$ cat config.mk
export PLATFORM = sky130hd
export DESIGN_NAME = mp_line_bus
export DESIGN_NICKNAME = d
export VERILOG_FILES = /design/src/rtl/mp_pkg.sv /design/src/rtl/mp_line_bus.sv
export SDC_FILE = /design/constraint.sdc
export NUM_CORES = 1
export LEC_CHECK = 0
export CORE_MARGIN = 2
export CORE_UTILIZATION = 42
export CTS_BUF_LIST = sky130_fd_sc_hd__clkbuf_16
export DETAILED_ROUTE_END_ITERATION = 8
export HOLD_SLACK_MARGIN = 0.06
export PLACE_DENSITY_LB_ADDON = 0.2
export SLEW_MARGIN = 15
export SYNTH_ARGS = -nofsm -noshare
export SYNTH_HDL_FRONTEND = slang
export SYNTH_SLANG_ARGS = --single-unit
$ cat constraint.sdc
create_clock -name sys_clk -period 2.3 [get_ports sys_clk]
set_input_delay 0.23 -clock sys_clk [delete_from_list [all_inputs] [get_ports sys_clk]]
set_output_delay 0.23 -clock sys_clk [all_outputs]
set_load 0.02 [all_outputs]
$ cat src/rtl/mp_pkg.sv
// +----------------------------------------------------------------------------+
// | mp_pkg : shared constants and state type for the memory-side line bus.     |
// | Revision: 1.0                                                              |
// +----------------------------------------------------------------------------+
`default_nettype none

package mp_pkg;

  localparam int OFFSET_W = 4;
  localparam int SET_W    = 5;
  localparam int TAG_W    = 7;

  localparam int LINE_W   = 128;
  localparam int BUS_W    = 32;
  localparam int BEATS    = LINE_W / BUS_W;
  localparam int STRB_W   = BUS_W / 8;

  typedef enum logic [2:0] {
    ST_IDLE    = 3'd0,
    ST_WR_BEAT = 3'd1,
    ST_RD_CMD  = 3'd2,
    ST_RD_WAIT = 3'd3,
    ST_DONE    = 3'd4
  } mp_lb_state_t;

endpackage

`default_nettype wire

$ cat src/rtl/mp_line_bus.sv
// +----------------------------------------------------------------------------+
// | mp_line_bus : splits one 128-bit line read/masked write into four 32-bit   |
// | bus beats, one outstanding at a time. Build option MP_LINE_BUS_SKIP_EN     |
// | suppresses write beats with an all-zero strobe.                            |
// | Revision: 1.0                                                              |
// +----------------------------------------------------------------------------+
`default_nettype none

module mp_line_bus
  import mp_pkg::*;
#(
  parameter int ADDR_W = TAG_W + SET_W + OFFSET_W
) (
  input  logic                sys_clk,
  input  logic                sys_rst,
  input  logic                lb_request,
  input  logic                lb_rwn,
  input  logic [ADDR_W-1:0]   lb_addr,
  input  logic [LINE_W-1:0]   lb_write_data,
  input  logic [LINE_W/8-1:0] lb_write_mask,
  output logic                lb_busy,
  output logic                lb_finish,
  output logic [LINE_W-1:0]   lb_read_data,
  output logic                bus_valid,
  input  logic                bus_ready,
  output logic                bus_we,
  output logic [ADDR_W-1:0]   bus_addr,
  output logic [BUS_W-1:0]    bus_wdata,
  output logic [STRB_W-1:0]   bus_wstrb,
  input  logic                bus_rvalid,
  input  logic [BUS_W-1:0]    bus_rdata
);

  localparam int c_line_aw = ADDR_W - OFFSET_W;
  localparam logic [1:0] c_last_beat = 2'(BEATS - 1);

  mp_lb_state_t          r_state;
  mp_lb_state_t          w_next_state;
  logic [1:0]            r_beat;
  logic [c_line_aw-1:0]  r_line;
  logic [LINE_W-1:0]     r_wdata;
  logic [LINE_W/8-1:0]   r_wmask;
  logic [LINE_W-1:0]     r_read_data;

  logic                  w_start;
  logic                  w_beat_adv;
  logic                  w_rd_capture;
  logic                  w_skip;
  logic [STRB_W-1:0]     w_strb_slice;
  logic [BUS_W-1:0]      w_data_slice;
  logic                  w_unused_offset;

  // Offset bits of the request address are irrelevant: transfers are whole lines.
  assign w_unused_offset = ^lb_addr[OFFSET_W-1:0];

  assign w_start      = (r_state == ST_IDLE) && lb_request;
  assign w_strb_slice = r_wmask[STRB_W*r_beat +: STRB_W];
  assign w_data_slice = r_wdata[BUS_W*r_beat +: BUS_W];

`ifdef MP_LINE_BUS_SKIP_EN
  assign w_skip = (w_strb_slice == '0);
`else
  assign w_skip = 1'b0;
`endif

  assign lb_busy      = (r_state != ST_IDLE);
  assign lb_read_data = r_read_data;
  assign bus_addr     = {r_line, r_beat, {(OFFSET_W-2){1'b0}}};

  always_comb begin
    w_next_state = r_state;
    w_beat_adv   = 1'b0;
    w_rd_capture = 1'b0;
    lb_finish    = 1'b0;
    bus_valid    = 1'b0;
    bus_we       = 1'b0;
    bus_wdata    = '0;
    bus_wstrb    = '0;

    case (r_state)
      ST_IDLE: begin
        if (lb_request) begin
          w_next_state = lb_rwn ? ST_RD_CMD : ST_WR_BEAT;
        end
      end

      ST_WR_BEAT: begin
        bus_we    = 1'b1;
        bus_wdata = w_data_slice;
        bus_wstrb = w_strb_slice;
        bus_valid = !w_skip;
        // A skipped beat still spends its cycle, keeping write latency fixed.
        if (w_skip || bus_ready) begin
          w_beat_adv = 1'b1;
          if (r_beat == c_last_beat) begin
            w_next_state = ST_DONE;
          end
        end
      end

      ST_RD_CMD: begin
        bus_valid = 1'b1;
        if (bus_ready) begin
          w_next_state = ST_RD_WAIT;
        end
      end

      ST_RD_WAIT: begin
        if (bus_rvalid) begin
          w_rd_capture = 1'b1;
          w_beat_adv   = 1'b1;
          w_next_state = (r_beat == c_last_beat) ? ST_DONE : ST_RD_CMD;
        end
      end

      ST_DONE: begin
        lb_finish    = 1'b1;
        w_next_state = ST_IDLE;
      end

      default: begin
        w_next_state = ST_IDLE;
      end
    endcase
  end

  always_ff @(posedge sys_clk) begin
    if (sys_rst) begin
      r_state     <= ST_IDLE;
      r_beat      <= 2'd0;
      r_line      <= '0;
      r_wdata     <= '0;
      r_wmask     <= '0;
      r_read_data <= '0;
    end else begin
      r_state <= w_next_state;
      if (w_start) begin
        r_line  <= lb_addr[ADDR_W-1:OFFSET_W];
        r_wdata <= lb_write_data;
        r_wmask <= lb_write_mask;
        r_beat  <= 2'd0;
      end else if (w_beat_adv) begin
        r_beat <= r_beat + 2'd1;
      end
      // Upper beats from an earlier read are deliberately left in place.
      if (w_rd_capture) begin
        r_read_data[BUS_W*r_beat +: BUS_W] <= bus_rdata;
      end
    end
  end

`ifdef MP_LINE_BUS_PROTOCOL_CHECK
  a_no_request_while_busy : assert property (
    @(posedge sys_clk) disable iff (sys_rst) lb_busy |-> !lb_request
  );
`endif

endmodule

`default_nettype wire

==> impl_metrics.yaml <==
run_status:
  status: "finished with violations"
  failed_checks: "setup timing"
placed_design:
  placed_area_um2: 16100
  dp_hpwl_mm: 26.1
  place_ws_ns: 0.101
  io_buffers: 375
  gp_congestion: 0.842
timing:
  tightestPinTransition_ns: 0.660
  max_freq_mhz: 426
  fin_ws_ns: -0.0496
  max_slew_margin_pct: 56.0
  period_share_pct: 102
  rsz0062_at_grt: "true"
  min_period_ns: 2.35
  finalSetupViolCount: 15
  fin_skew_ns: 0.00991
  slew_violations: 0
  tns_ns: -0.374
  hold_viol: 0
clock_tree:
  holdBufCountCts: 0
  htreeDepth: 1
  tritoncts: "done"
  cts.path.max_buffers: 3
  clock_latency_ns: 0.56
  clkTransAtPathRegs_ns: 0.06
  root_buffer: "clkbuf_16"
  clock_sinks: 289
  numCtsBuffers: 31
critical_path:
  worstSetupStartpoint: "r_beat[0]"
  crit_path_end_kind: "output pin"
  path_class: "reg -> out"
  cp_data_required_time_ns: 2.07
  worst_path_most_repeated_cell: "buf_12"
  slowest_delay_ns: 0.49
  cp_slowest_cell: "mux4_2"
  cp_num_buf_inv: 4
  start_kind: "flop"
  worstPathArrival_ns: 2.12
  critPathTopFamily: "buffers and inverters"
  crit_path_max_fanout: 5
  rrSetupSlack_ns: 0.18
  r2r-start: "r_beat[0]"
  path_cells: "buf_12 -> buf_16 -> buf_12 -> mux4_2 -> and3_4 -> buf_6"
global_routing:
  grt_util_met2_pct: 42.4
  gr-usage-all-layers_pct: 25.6
  busiest_layer: "met2"
  grt_pass1_wl_mm: 62.6
  grt_util_met3_pct: 6.75
  antenna_found_initial: 5
  overflow: 0
  grt_pass1_vias: 11400
  use_met1_pct: 32.0
  grt_max_degree: 129
layout:
  fin_area_um2: 17400
  most-common-layout-cells: "clkdlybuf4s50_1, nand2_1, a21oi_1, dfxtp_1, o21ai_0"
  areaGrowthSynthToFinish_pct: 44.3
  fin_util_pct: 61.1
  layout_commonest_cell: "clkdlybuf4s50_1"
  drive_above_1_share_pct: 11.3
  nets: 1940
synth:
  synth_edf_count: 0
  synth-main-ff-cell: "dfxtp_1"
  yosys_warnings: 0
  yosysSeqAreaShare_pct: 48.0
  syn_area_per_cell_um2: 8.46
  syn_area_um2: 12100
  synth_cells: 1426
  async_flop_share_pct: 0
  synth_cell_types: 39
  ys_seq_elements: 289
floorplanning:
  num_rows: 62
  io_pins: 382
  die_y_um: 173
  dieArea_um2: 30100
  core_um2: 28500
  die_w_um: 173
  start_util_pct: 42.4
hold_path:
  min-delay-start: "sys_rst"
  hp-class: "in -> reg"
detailed_routing:
  wl_per_cell_um: 18.8
  drc: 0
  viasPerCell: 5.54
  drt_wl_total_mm: 40.4
  first_iter_violations: 1259
  firstDrtPassIters: 5
  ant_nets: 0
  num_vias: 11900
pwr:
  p_leak_uw: 0.00614
  power_density_nw_per_um2: 757
  ir_worst_vdd_v: 0.000579
  finalPower_uw: 13200
run:
  max_cap_viol_count: 0
[stage by stage]
| stage | hold WS, ns | cells |
|---|---|---|
| finish | 0.109 | 2146 |
| global route | 0.111 | 2145 |
| CTS | 0.0918 | 2136 |
| detailed placement | 0.445 | 2072 |
| global placement | 0.440 | 2072 |
| floorplan | 0.366 | 1427 |
[path summary, 6_finish.rpt]
kind,to,cells past startpoint
setup reg to reg,lb_read_data[91],8
hold / removal,lb_read_data[101],2
hold reg to reg,r_wdata[124],2
setup / recovery,bus_wdata[9],6
[where the power goes]
| part | leakage, uW | internal (uW) | switching [uW] |
|---|---|---|---|
| logic | 0.00329 | 1200 | 1500 |
| registers | 0.00235 | 5370 | 201 |
| clock network | 0.000501 | 2870 | 2030 |
[Yosys cell counts (4+ instances only)]
library cell  number  area share [%]
nand2_1          314             9.8
dfxtp_1          289              48
a21oi_1          286              12
o21ai_0          129             5.4
nand4_1          128             6.6
clkbuf_1          92             2.9
buf_2             43             1.8
and3_1            36             1.9
mux4_2            36             6.7
buf_6             17             1.6
inv_1              8            0.25
ha_1               6            0.62
nand2b_1           4            0.21
nor2_1             4            0.12
[per-layer routing]
layer | vias up | part of all wire [%]
met3 | 89 | 8.7
li1 | 5662 | -
met4 | 2 | 3.8
met2 | 490 | 47
met1 | 5637 | 40
met5 | - | 0.020
[flip-flops by register name (all words and copies together) (netlist names)]
register / flops
r_line: 12
lb_read_data: 128
r_beat: 2
r_wdata: 128
r_wmask: 16
r_state: 3
[area by class of cell]
type                    count  area (um^2)
clock buffers              31          776
inverters                   8         30.0
multi-input cells         974         5600
diodes                      3         7.51
fillers                  2482        11100
flip-flops and latches    289         5790
repair buffers            432         4500
well taps                 384          480
clock inverters            25          209
[worst register-to-register path, cell delays in order, from the launching register on]
cell,delay (ns)
dfxtp_4,0.39
buf_4,0.14
buf_16,0.13
inv_1,0.07
ha_2,0.45
nor4b_4,0.29
buf_12,0.24
nand4_1,0.14
a21oi_1,0.18
[kinds of logic (layout without fill, tap and decap cells)]
family                   Yosys count  in the layout  share of synthesized area (%)
AO/OA/AOI/OAI                    424            424                           17.8
XOR/XNOR                           1              1                         0.0726
adder cells (fa/ha/maj)            6              6                          0.623
buffers and inverters            164            496                           6.70
flip-flops                       289            289                           48.0
multiplexers                      38             38                           6.89
other                              1              5                         0.0311
AND/OR/NAND/NOR                  503            503                           19.9
[repair_timing]
action | CTS | global route
pin swaps | 1 | 4
resized for setup | 171 | 25
setup buffers | 4 | 6
gates cloned | 4 | 1
setup endpoints to repair | 38 | 55
No activity file was read; power rests on OpenSTA's default activity.
